===== config.mk =====
export PLATFORM = sky130hd
export DESIGN_NAME = regfile_wb_arbiter
export DESIGN_NICKNAME = d
export VERILOG_FILES = /design/src/rtl/regfile_wb_arbiter.sv
export SDC_FILE = /design/constraint.sdc
export NUM_CORES = 1
export LEC_CHECK = 0
export ABC_AREA = 1
export CORE_ASPECT_RATIO = 1.25
export CORE_UTILIZATION = 55
export CTS_CLUSTER_SIZE = 25
export DETAILED_ROUTE_END_ITERATION = 8
export PLACE_DENSITY_LB_ADDON = 0.05
export SYNTH_ARGS = -nofsm -noshare
export SYNTH_HDL_FRONTEND = slang
export SYNTH_SLANG_ARGS = --single-unit

===== constraint.sdc =====
create_clock -name clk -period 2.6 [get_ports clk]
set_clock_uncertainty 0.05 [all_clocks]
set_input_delay 0.52 -clock clk [delete_from_list [all_inputs] [get_ports clk]]
set_output_delay 0.52 -clock clk [all_outputs]
set_load 0.005 [all_outputs]

===== src/rtl/regfile_wb_arbiter.sv =====
// rtl/regfile_wb_arbiter.sv - regfile write-port arbiter between the WB stage and a buffered multi-cycle unit
module regfile_wb_arbiter #(
    parameter int DEPTH     = 2,
    parameter int AGE_LIMIT = 4
) (
    input  logic        clk,
    input  logic        rst,
    input  logic        pipe_valid,
    input  logic [4:0]  pipe_rd,
    input  logic [31:0] pipe_data,
    output logic        pipe_stall,
    input  logic        mdu_valid,
    input  logic [4:0]  mdu_rd,
    input  logic [31:0] mdu_data,
    output logic        mdu_ready,
    output logic        rf_we,
    output logic [4:0]  rf_rd,
    output logic [31:0] rf_data
);
    localparam int PW = (DEPTH > 1) ? $clog2(DEPTH) : 1;
    localparam int CW = $clog2(DEPTH + 1);

    typedef enum logic {PIPE_PRI, FORCE} state_t;

    state_t           state;
    logic [DEPTH-1:0] ent_valid;
    logic [DEPTH-1:0] ent_killed;
    logic [4:0]       ent_rd   [DEPTH];
    logic [31:0]      ent_data [DEPTH];
    logic [PW-1:0]    head;
    logic [PW-1:0]    tail;
    logic [CW-1:0]    count;
    logic [2:0]       age;

    logic          buf_nonempty;
    logic          head_killed;
    logic          head_live;
    logic          grant_pipe;
    logic          grant_head;
    logic          pop;
    logic          push;
    logic [PW-1:0] head_nxt;
    logic [PW-1:0] tail_nxt;

    assign buf_nonempty = (count != '0);
    assign head_killed  = buf_nonempty && ent_killed[head];
    assign head_live    = buf_nonempty && !ent_killed[head];
    assign grant_pipe   = (state == PIPE_PRI) && pipe_valid;
    assign grant_head   = head_live && ((state == FORCE) || !pipe_valid);
    // A killed head drains on its own, whoever owns the write port this cycle.
    assign pop          = head_killed || grant_head;
    assign mdu_ready    = (count < CW'(DEPTH));
    // Results to x0 are acknowledged but never take a slot.
    assign push         = mdu_valid && mdu_ready && (mdu_rd != 5'd0);
    assign pipe_stall   = (state == FORCE);
    assign head_nxt     = (head == PW'(DEPTH - 1)) ? '0 : head + PW'(1);
    assign tail_nxt     = (tail == PW'(DEPTH - 1)) ? '0 : tail + PW'(1);

    always_ff @(posedge clk or negedge rst) begin
        if (!rst) begin
            state      <= PIPE_PRI;
            count      <= '0;
            head       <= '0;
            tail       <= '0;
            age        <= '0;
            ent_valid  <= '0;
            ent_killed <= '0;
            for (int i = 0; i < DEPTH; i++) begin
                ent_rd[i]   <= '0;
                ent_data[i] <= '0;
            end
            rf_we      <= 1'b0;
            rf_rd      <= '0;
            rf_data    <= '0;
        end else begin
            case (state)
                PIPE_PRI: if (buf_nonempty && (age == 3'(AGE_LIMIT - 1)) && !pop) state <= FORCE;
                FORCE:    state <= PIPE_PRI;
                default:  state <= PIPE_PRI;
            endcase

            age <= (!buf_nonempty || pop) ? 3'd0 : age + 3'd1;

            if (grant_pipe) begin
                rf_we   <= (pipe_rd != 5'd0);
                rf_rd   <= pipe_rd;
                rf_data <= pipe_data;
            end else if (grant_head) begin
                rf_we   <= 1'b1;
                rf_rd   <= ent_rd[head];
                rf_data <= ent_data[head];
            end else begin
                rf_we   <= 1'b0;
            end

            // The WB instruction is younger, so its write supersedes any buffered result to the same rd.
            if (grant_pipe && (pipe_rd != 5'd0)) begin
                for (int i = 0; i < DEPTH; i++) begin
                    if (ent_valid[i] && (ent_rd[i] == pipe_rd)) ent_killed[i] <= 1'b1;
                end
            end

            if (pop) begin
                ent_valid[head]  <= 1'b0;
                ent_killed[head] <= 1'b0;
                head             <= head_nxt;
            end

            if (push) begin
                ent_valid[tail]  <= 1'b1;
                ent_killed[tail] <= 1'b0;
                ent_rd[tail]     <= mdu_rd;
                ent_data[tail]   <= mdu_data;
                tail             <= tail_nxt;
            end

            case ({push, pop})
                2'b10:   count <= count + CW'(1);
                2'b01:   count <= count - CW'(1);
                default: count <= count;
            endcase
        end
    end
endmodule


## After elaboration in Yosys (flattened, before gate mapping)

Cells that the tools add are included.

- Register bits: 124
- Bits of input ports: 78
- Output and inout port bits: 40
- Word-level logic and storage cells: 104

- Add/sub/neg operators: 5
- $lt $le $gt $ge: 8
- Equal/unequal tests: 5
- Multiplexer cells: 37
- Bitwise operators: 9
- Reduce and logical (&&, ||, !) cells: 26

Operator list:

| operator | count |
|---|---|
| two-way mux 32 bit | 6 |
| bitwise mux 64 bit | 1 |
| demux 32 bit (select 1 bit) | 1 |
| two-way mux 5 bit | 6 |
| logical AND 1 bit | 14 |
| two-way mux 1 bit | 11 |
| bitwise mux 10 bit | 1 |
| == test 5 bit | 2 |
| two-way mux 2 bit | 5 |
| nonzero test 5 bit | 2 |
| AND 2 bit | 3 |
| nonzero test 2 bit | 3 |
| demux 5 bit (select 1 bit) | 1 |
| >= comparator 2 bit (second input constant) | 2 |
| logical NOT 1 bit | 4 |
| < comparator 1 x 2 -> 1 bit (second input constant) | 2 |
| NOT 1 -> 2 bit | 2 |
| NOT 2 bit | 2 |
| one-hot mux 2 bit (2 select lines) | 1 |
| adder 3 x 1 -> 3 bit (second input constant) | 1 |
| == test 3 x 2 -> 1 bit (second input constant) | 1 |
| logical OR 1 bit | 3 |
| two-way mux 3 bit | 1 |
| adder 1 bit (second input constant) | 2 |
| other kinds (11) | 13 |

## Longest topological paths before layout

Gate-level depths: netlist (run 1).

- Depth after elaboration: 10
- Depth in mapped cells: 10
- Gate-level depth less buffers: 10

## Least setup slack after synthesis (run 1)

No wires, ideal clock.

- Path kind: input port to flip-flop
- Start: input pipe_valid
- End: register count[1]
- Setup time: 131 ps
- Arrival time: 1561 ps
- Data required time: 2419 ps
- Path slack: 858 ps
- Cell stages on the path: 9
- Buffers on the path: 0
- Cell sequence: inv_1 > nor2_4 > nand2_1 > nand2_1 > inv_1 > ha_1 > a21oi_1 > o21ai_0 > xor2_1

- Word-level cells in the longest chain between the ends: 6
- Elaborated cells between the ends (all ways): 8
- Those cells by class: 2 x eq/ne; 1 x mux; 5 x reduce/logical

Ends and longest elaborated chain:

| element | RTL line | RTL |
|---|---|---|
| start, declared | 8 | `input logic pipe_valid,` |
| logical NOT 1 bit * | 49 | `assign grant_head = head_live && ((state == FORCE) \|\| !pipe_valid);` |
| logical OR 1 bit * | 49 |  |
| logical AND 1 bit * | 49 |  |
| logical OR 1 bit * | 51 | `assign pop = head_killed \|\| grant_head;` |
| named net pop | 40 | `logic pop;` |
| == test 2 x 1 -> 1 bit or == test 2 bit (tied branches) | 117 | `case ({push, pop})` |
| one-hot mux 2 bit (2 select lines) or nonzero test 2 bit (tied branches) | -- |  |
| end signal, assigned | 118 | `2'b10: count <= count + CW'(1);` |
| end signal, assigned | 119 | `2'b01: count <= count - CW'(1);` |
| end signal, assigned | 120 | `default: count <= count;` |
| end, declared | 32 | `logic [CW-1:0] count;` |

Mark *: on every way through the listed nets, which the timed path passes. The rest lies on a longest branch.
A chain may end at the register's enable or synchronous reset.

## Worst setup path in the final report (run 1)

- Start: register head
- End: register count[1]

- Word-level cells in the longest chain between the ends: 8
- Elaborated cells between the ends (all ways): 11
- Those cells by class: 2 x eq/ne; 3 x mux; 6 x reduce/logical

Ends and longest elaborated chain:

| element | RTL line | RTL |
|---|---|---|
| start, declared | 30 | `logic [PW-1:0] head;` |
| start signal, assigned | 106 | `head <= head_nxt;` |
| two-way mux 1 bit (not written as such) * (2 in series) | 46, 47 |  |
| logical NOT 1 bit | 47 | `assign head_live = buf_nonempty && !ent_killed[head];` |
| logical AND 1 bit | 47 |  |
| logical AND 1 bit | 49 |  |
| logical OR 1 bit * | 51 |  |
| named net pop | 40 |  |
| == test 2 x 1 -> 1 bit or == test 2 bit (tied branches) | 117 |  |
| one-hot mux 2 bit (2 select lines) or nonzero test 2 bit (tied branches) | -- |  |

Mark *: on every way through the listed nets, which the timed path passes. The rest lies on a longest branch. The select of a mux whose other input is x is not followed.

==> impl_results.md, run 1 <==
* Top post-synthesis cells by area: dfrtp_1, nand2_1, o21ai_0
* CTS max path bufs at 2
* Final worst slack at 0.585 ns
* CTS H-tree depth at 4
* Fill cells at 800
* Final Util at 73.4%
* Antenna viol nets, final at 0
* Setup TNS at 0 ns
* Gate Count Post-Synth at 677
* Detailed Route WL at 13,400 um
* Wire per inst at around 14 um
* First DRT Iteration DRCs at 286
* Chip height at ~120 um
* Initial antenna violation count at 0
* Max_cap viols at 0
* Skew-Pair Late Insertion Delay at 0.40 ns
* Crit Reg-Reg Endpoint: count[1]
* DRC Markers at 0
* Slowest stage delay, CP at 0.61 ns
* Port buffer count at 117
* Part of the cycle the worst path needs at 77.5%
* WP data required at 2.82 ns
* # nets final at between 800 and 900
* Non-Filler Instances at 926
* CTS tree: done
* Row cnt at 41
* Share of cells above drive strength 1 at under 10%
* # IOs at 118
* Seq/Total Area, Yosys at 54.8%
* Top cell type's share of synthesized area at between 50% and 60%
* Worst Path Arrival at 2.23 ns
* Fmax achieved at just under 500 MHz
* Core area at 0.0101 sq mm
* Pwr per Cell Area at 1150 mW/mm^2
* Largest net degree at the start of global routing at 81
* Fin Hold WS at 0.0258 ns
* Worst-case reg-to-reg path depth at 9
* First-pass GRT wire length at 22,200 um
* Die area at 0.0107 sq mm
* #FFs+latches synth at 124
* Crit path from: head
* R2r startpoint: head
* Synth cell count leaders: nand2_1, dfrtp_1, o21ai_0, inv_1, nand3_1
* Syn Area/Cell at 8.36 sq um
* Number of synthesis warnings at 0
* Leakage power at 3.58 nW
* Total CTS buffers at 17
* Worst-path fanout max at 22
* Hold Path Class: primary input to async pin
* Crit path launch type: register
* Most numerous cell in the Yosys netlist: nand2_1
* Post-detail-place hpwl at 8570 um
* CP bufs+invs at 1
* RSZ-0062 raised after global routing: no
* Final instance area at 0.00738 sq mm
* Clock-pin slew on the worst setup and hold paths at 0.05 ns
* Vias in the first global route at roughly 4,700
* R2R setup slack at around 0.59 ns
* Slew Limit Headroom at between 60% and 70%
* Final setup vio count at 0
* CP top delay family: flip-flops
* Setup bufs post-CTS at 0
* N_diodes at 0
* Area Growth Syn to Fin at 30.4%
* Vias/cell at approximately 5.2
* Worst-Margin Slew at 0.488 ns
* CTS Sinks at 124
* Minimum clock period at 2.01 ns
* Hold Vio Cnt, Final at 0
* Via count at approximately 4,800
* Post-synth EDFFs at 0
* Status: complete, no violations
* Clk Tree Root Cell: clkbuf_16
* Synth async-reset ratio at between 90% and 100%
* Crit Path Class: register to register
* Crit path depth at 9
* Total power after layout at 8.49 mW
* Cell Area, Synth at 0.00566 sq mm
* # hold bufs at CTS at 0
* Post-CTS resize count at 0
* Dominant cell type by area after synthesis: dfrtp_1
* Routability congestion estimate at ~0.85
* Synthesized Nets at 758
* Crit path to: count[1]
* Max Slew Vio Count at 0
* VDD IR max at 0.000720 V
* Synth cell types at 27
* Die W at 92.7 um
* Nature of the critical path endpoint: register
* Placed Instances at 898
* Tot GR Track Use at 26.8%
* Detailed Routing Iterations Pass 1 at 5
* Most used DFF post-synth: dfrtp_1
* Crit-path cells: nand2_1, o21ai_2, nand2_1, nand2_1, inv_1, ha_1, a21oi_1, o21ai_0, xor2_1
* Gr ovfl total at 0
* Dpl ws at 0.250 ns
* Initial Utilization at 56.3%
* Slowest cell on crit path: dfrtp_2
* Most common cell on crit path: nand2_1
* Placed Area at 0.00688 sq mm
layout make-up:
| class | count | area, sq um | share of cell area (%) |
|---|---|---|---|
| clock buffers | 25 | 485 | 6.58 |
| clock inverters | 3 | 15.0 | 0.203 |
| inverters | 67 | 254 | 3.44 |
| multi-input cells | 449 | 2050 | 27.8 |
| flip-flops and latches | 124 | 3100 | 42.0 |
| well taps | 129 | 161 | 2.19 |
| repair buffers | 129 | 1310 | 17.7 |
where the power goes:
group,internal (mW),total (mW),switching [mW]
logic,1.43,3.09,1.65
registers,2.83,3.39,0.561
clock network,1.26,2.01,0.742
total,5.53,8.49,2.96
routing by layer:
metal	global-route usage, %	wire (um)
met5	0	0
met4	11.3	293
met3	5.18	704
met2	44.8	6750
met1	34.6	5640
cells by family (layout without fill, tap and decap cells):
kind of cell	Yosys count	in the layout	share of synthesized area [%]
adder cells (fa/ha/maj)	3	3	0.663
XOR/XNOR	2	2	0.309
flip-flops	124	124	54.8
AND/OR/NAND/NOR	320	320	22.6
AO/OA/AOI/OAI	124	124	12.7
buffers and inverters	104	224	8.91
worst register-to-register path, cell delays in order (launching register included):
cell     delay, ns
dfrtp_2       0.61
nand2_1       0.12
o21ai_2       0.09
nand2_1       0.11
nand2_1       0.11
inv_1         0.07
ha_1          0.30
a21oi_1       0.11
o21ai_0       0.12
xor2_1        0.17
worst min-delay path by stage:
stage               cells after the start  slack, ns          end
finish                                  1       0.03  rf_data[10]
global route                            1       0.05  rf_data[10]
CTS                                     1       0.04  rf_data[10]
detailed placement                      1       0.38       age[0]
global placement                        1       0.37       age[0]
floorplan                               0       0.17       age[0]
registers in the layout, indices dropped and copies added, names as in the netlist:
register	flops
ent_rd	10
ent_data	64
rf_we	1
ent_killed	2
ent_valid	2
head	1
pipe_stall	1
count	2
rf_data	32
tail	1
age	3
rf_rd	5
layout by cell type (no fill, tap or decap), drive strengths merged:
master,instances
nand2,262
dfrtp,124
clkdlybuf4s50,116
o21ai,83
inv,67
nand3,38
o211ai,36
clkbuf,25
nor2,18
buf,13
a21oi,3
ha,3
clkinv,3
a21boi,2
nand4,1
nor3,1
xnor2,1
xor2,1
No activity file was read; power rests on OpenSTA's default activity.
==> inputs of run 2 (changes only) <==
--- a/config.mk
+++ b/config.mk
@@ -7,7 +7,7 @@
 export LEC_CHECK = 0
 export ABC_AREA = 1
 export CORE_ASPECT_RATIO = 1.25
-export CORE_UTILIZATION = 55
+export CORE_UTILIZATION = 51
 export CTS_CLUSTER_SIZE = 25
 export DETAILED_ROUTE_END_ITERATION = 8
 export PLACE_DENSITY_LB_ADDON = 0.05
==> constraint.sdc (replaced) <==
create_clock -name clk -period 2.01 [get_ports clk]
set_clock_uncertainty 0.05 [all_clocks]
set_input_delay 0.402 -clock clk [delete_from_list [all_inputs] [get_ports clk]]
set_output_delay 0.402 -clock clk [all_outputs]
set_load 0.005 [all_outputs]
==> run 2 against run 1 <==
Compared with the run above:
- core utilization down 2.6 points
- flip-flop and latch count unchanged
- register-to-register slack worse by 0.26 ns
- via count up 0.97%
- final cell count up 1.5%
- critical path type is now register to primary output
- critical endpoint is now mdu_ready
- largest cell class unchanged
- highest routed layer unchanged
==> impl_results.md, run 2 (synthesized netlist as in run 1, its figures left out) <==
* Routability congestion estimate at 0.815 (was 0.850)
* Placed Instances at 908 (was 898)
* Dpl ws at -0.0684 ns (was 0.250 ns)
* Chip height at 120 um (was 115 um)
* Setup bufs post-CTS at 0 (unchanged)
* Switch share at 33.6% (was 34.8%)
* Fin Hold WS at 0.391 ns (was 0.0258 ns)
* Worst-case reg-to-reg path depth at 8 (was 9)
* Clock network power share at 26.6% (was 23.6%)
* Clock-pin slew on the worst setup and hold paths at 0.06 ns (was 0.05 ns)
* Minimum clock period at roughly 1.9 ns
* Die W at 96.2 um (was 92.7 um)
* Crit path from: count[1] (was head)
* Fmax achieved at 534 MHz
* Max_cap viols at 0 (unchanged)
* Logic pwr share at 36.0% (was 36.4%)
* Largest register by flop count: ent_data (unchanged)
* Leakage power at 3.68 nW (was 3.58 nW)
* Tot GR Track Use at 25.4% (was 26.8%)
* Commonest non-fill, non-tap cells in the layout: nand2_1, dfrtp_1, clkdlybuf4s50_1 (unchanged)
* DRC Markers at 0 (unchanged)
* Crit path to: mdu_ready (was count[1])
* R2r startpoint: head (unchanged)
* Part of the power in registers at 37.3% (was 40.0%)
* Clk Tree Root Cell: clkbuf_16 (unchanged)
* Most common cell after layout, fill and taps aside: nand2_1 (unchanged)
* CTS tree: done (unchanged)
* Number of flip-flops under the largest register name at 64 (unchanged)
* Crit Path Class: register to primary output (was register to register)
* Setup TNS at 0 ns (unchanged)
* Multi-input logic area at 0.00205 sq mm (unchanged)
* Register Area at 0.00310 sq mm (unchanged)
* Gr ovfl total at 0 (unchanged)
* Largest net degree at the start of global routing at 55 (was 81)
* Power Internal at 7.67 mW (was 5.53 mW)
* Port buffer count at 117 (unchanged)
* Pwr per Cell Area at 1520 mW/mm^2 (was 1150 mW/mm^2)
* CTS H-tree depth at 4 (unchanged)
* CTS max path bufs at 2 (unchanged)
* Post-detail-place hpwl at 8650 um (was 8570 um)
* Initial antenna violation count at 0 (unchanged)
* Worst-Margin Slew at 0.393 ns (was 0.488 ns)
* First DRT Iteration DRCs at 230 (was 286)
* Slew Limit Headroom at 73.8% (was 67.5%)
* Final setup vio count at 0 (unchanged)
* Total net switching power at 3.89 mW (was 2.96 mW)
* Fill cells at 856 (was 800)
* Initial Utilization at 52.8% (was 56.3%)
* Worst-path fanout max at 3 (was 22)
* Post-CTS resize count at 0 (unchanged)
* Detailed Route WL at 13,300 um (was 13,400 um)
* Final worst slack at 0.139 ns (was 0.585 ns)
* Part of the cycle the worst path needs at 93.1%
* Final Util at 70.8% (was 73.4%)
* Via count at 4,873 (was 4,826)
* WP data required at 1.56 ns (was 2.82 ns)
* Hold Vio Cnt, Final at 0 (unchanged)
* Hold depth at 1
* Detailed Routing Iterations Pass 1 at 5 (unchanged)
* N_diodes at 0 (unchanged)
* Total power after layout at 11.6 mW (was 8.49 mW)
* Hold Path Class: register to register (was primary input to async pin)
* Non-Filler Instances at 940 (was 926)
* # nets final at 877 (was 869)
* Row cnt at 42 (was 41)
* Nature of the critical path endpoint: primary output (was register)
* Placed Area at 0.00699 sq mm (was 0.00688 sq mm)
* Vias/cell at 5.18 (was 5.21)
* Final instance area at 0.00759 sq mm (was 0.00738 sq mm)
* Max Slew Vio Count at 0 (unchanged)
* Vias in the first global route at 4,694 (was 4,708)
* Total CTS buffers at 17 (unchanged)
* VDD IR max at 0.000898 V (was 0.000720 V)
* RSZ-0062 raised after global routing: no (unchanged)
* Die area at 0.0115 sq mm (was 0.0107 sq mm)
* Share of cells above drive strength 1 at 7.43% (was 6.02%)
* Antenna viol nets, final at 0 (unchanged)
* Area Growth Syn to Fin at 34.1% (was 30.4%)
* Top flop regs: ent_data (64), rf_data (32), ent_rd (10) (unchanged)
* Core area at 0.0107 sq mm (was 0.0101 sq mm)
* Crit path launch type: register (unchanged)
* Crit Reg-Reg Endpoint: count[1] (unchanged)
* First-pass GRT wire length at 22,100 um (was 22,200 um)
* CTS Sinks at 124 (unchanged)
* Wire per inst at 14.1 um (was 14.5 um)
* R2R setup slack at 0.33 ns (was 0.59 ns)
* # IOs at 118 (unchanged)
* Worst Path Arrival at 1.42 ns (was 2.23 ns)
* Status: complete, no violations (unchanged)
* Skew-Pair Late Insertion Delay at 0.41 ns (was 0.40 ns)
## run 2: cell count changes in the layout (fill, tap and decap cells not counted), sizes merged
cell / change
buf: +7
bufinv: +3
clkbuf: -2
clkinv: +2
dlygate4sd3: +1
## run 2: power groups by stage
stage / Clock, mW / Combinational [mW] / Sequential, mW
6_report: 3.08 / 4.17 / 4.32
5_1_grt: 3.24 / 4.74 / 4.47
4_1_cts: 3.13 / 4.22 / 4.32
3_5_place_dp: 0 / 4.18 / 4.33
3_3_place_gp: 0 / 4.06 / 4.29
2_1_floorplan: 0 / 2.53 / 4.24
## run 2: layout make-up
| cell class | instances | area share, % |
|---|---|---|
| well taps | 132 | 2.18 |
| clock buffers | 23 | 6.30 |
| multi-input cells | 449 | 27.1 |
| clock inverters | 8 | 1.52 |
| flip-flops and latches | 124 | 40.9 |
| repair buffers | 137 | 18.7 |
| inverters | 67 | 3.35 |
## run 2: what timing repair did
| item | CTS | global route |
|---|---|---|
| endpoints found under the setup margin | 0 | 0 |
| hold buffers | 1 | 0 |
| hold endpoints to repair | 27 | 0 |
## run 2: how the worst min path moves through the flow
stage / from / to / slack (ns)
after detailed placement: rst / rf_data[9] / 0.30
after global routing: age[0] / age[0] / 0.42
after global placement: rst / rf_data[9] / 0.30
after floorplan: rst / age[0] / 0.06
after CTS: age[0] / age[0] / 0.39
final: age[0] / age[0] / 0.39
## run 2: critical path, stage by stage (launching register included)
cell and delay [ns]:
dfrtp_1 0.40, inv_1 0.10, clkdlybuf4s50_1 0.50
## run 2: routing by layer
layer	track usage, %	vias to the layer above	part of all wire, %	routed length, um
met5	0	-	0	0
met4	9.24	0	1.6	208
met3	5.83	20	5.8	772
met2	41.9	159	51	6750
met1	32.1	2289	42	5540
li1	-	2405	-	-
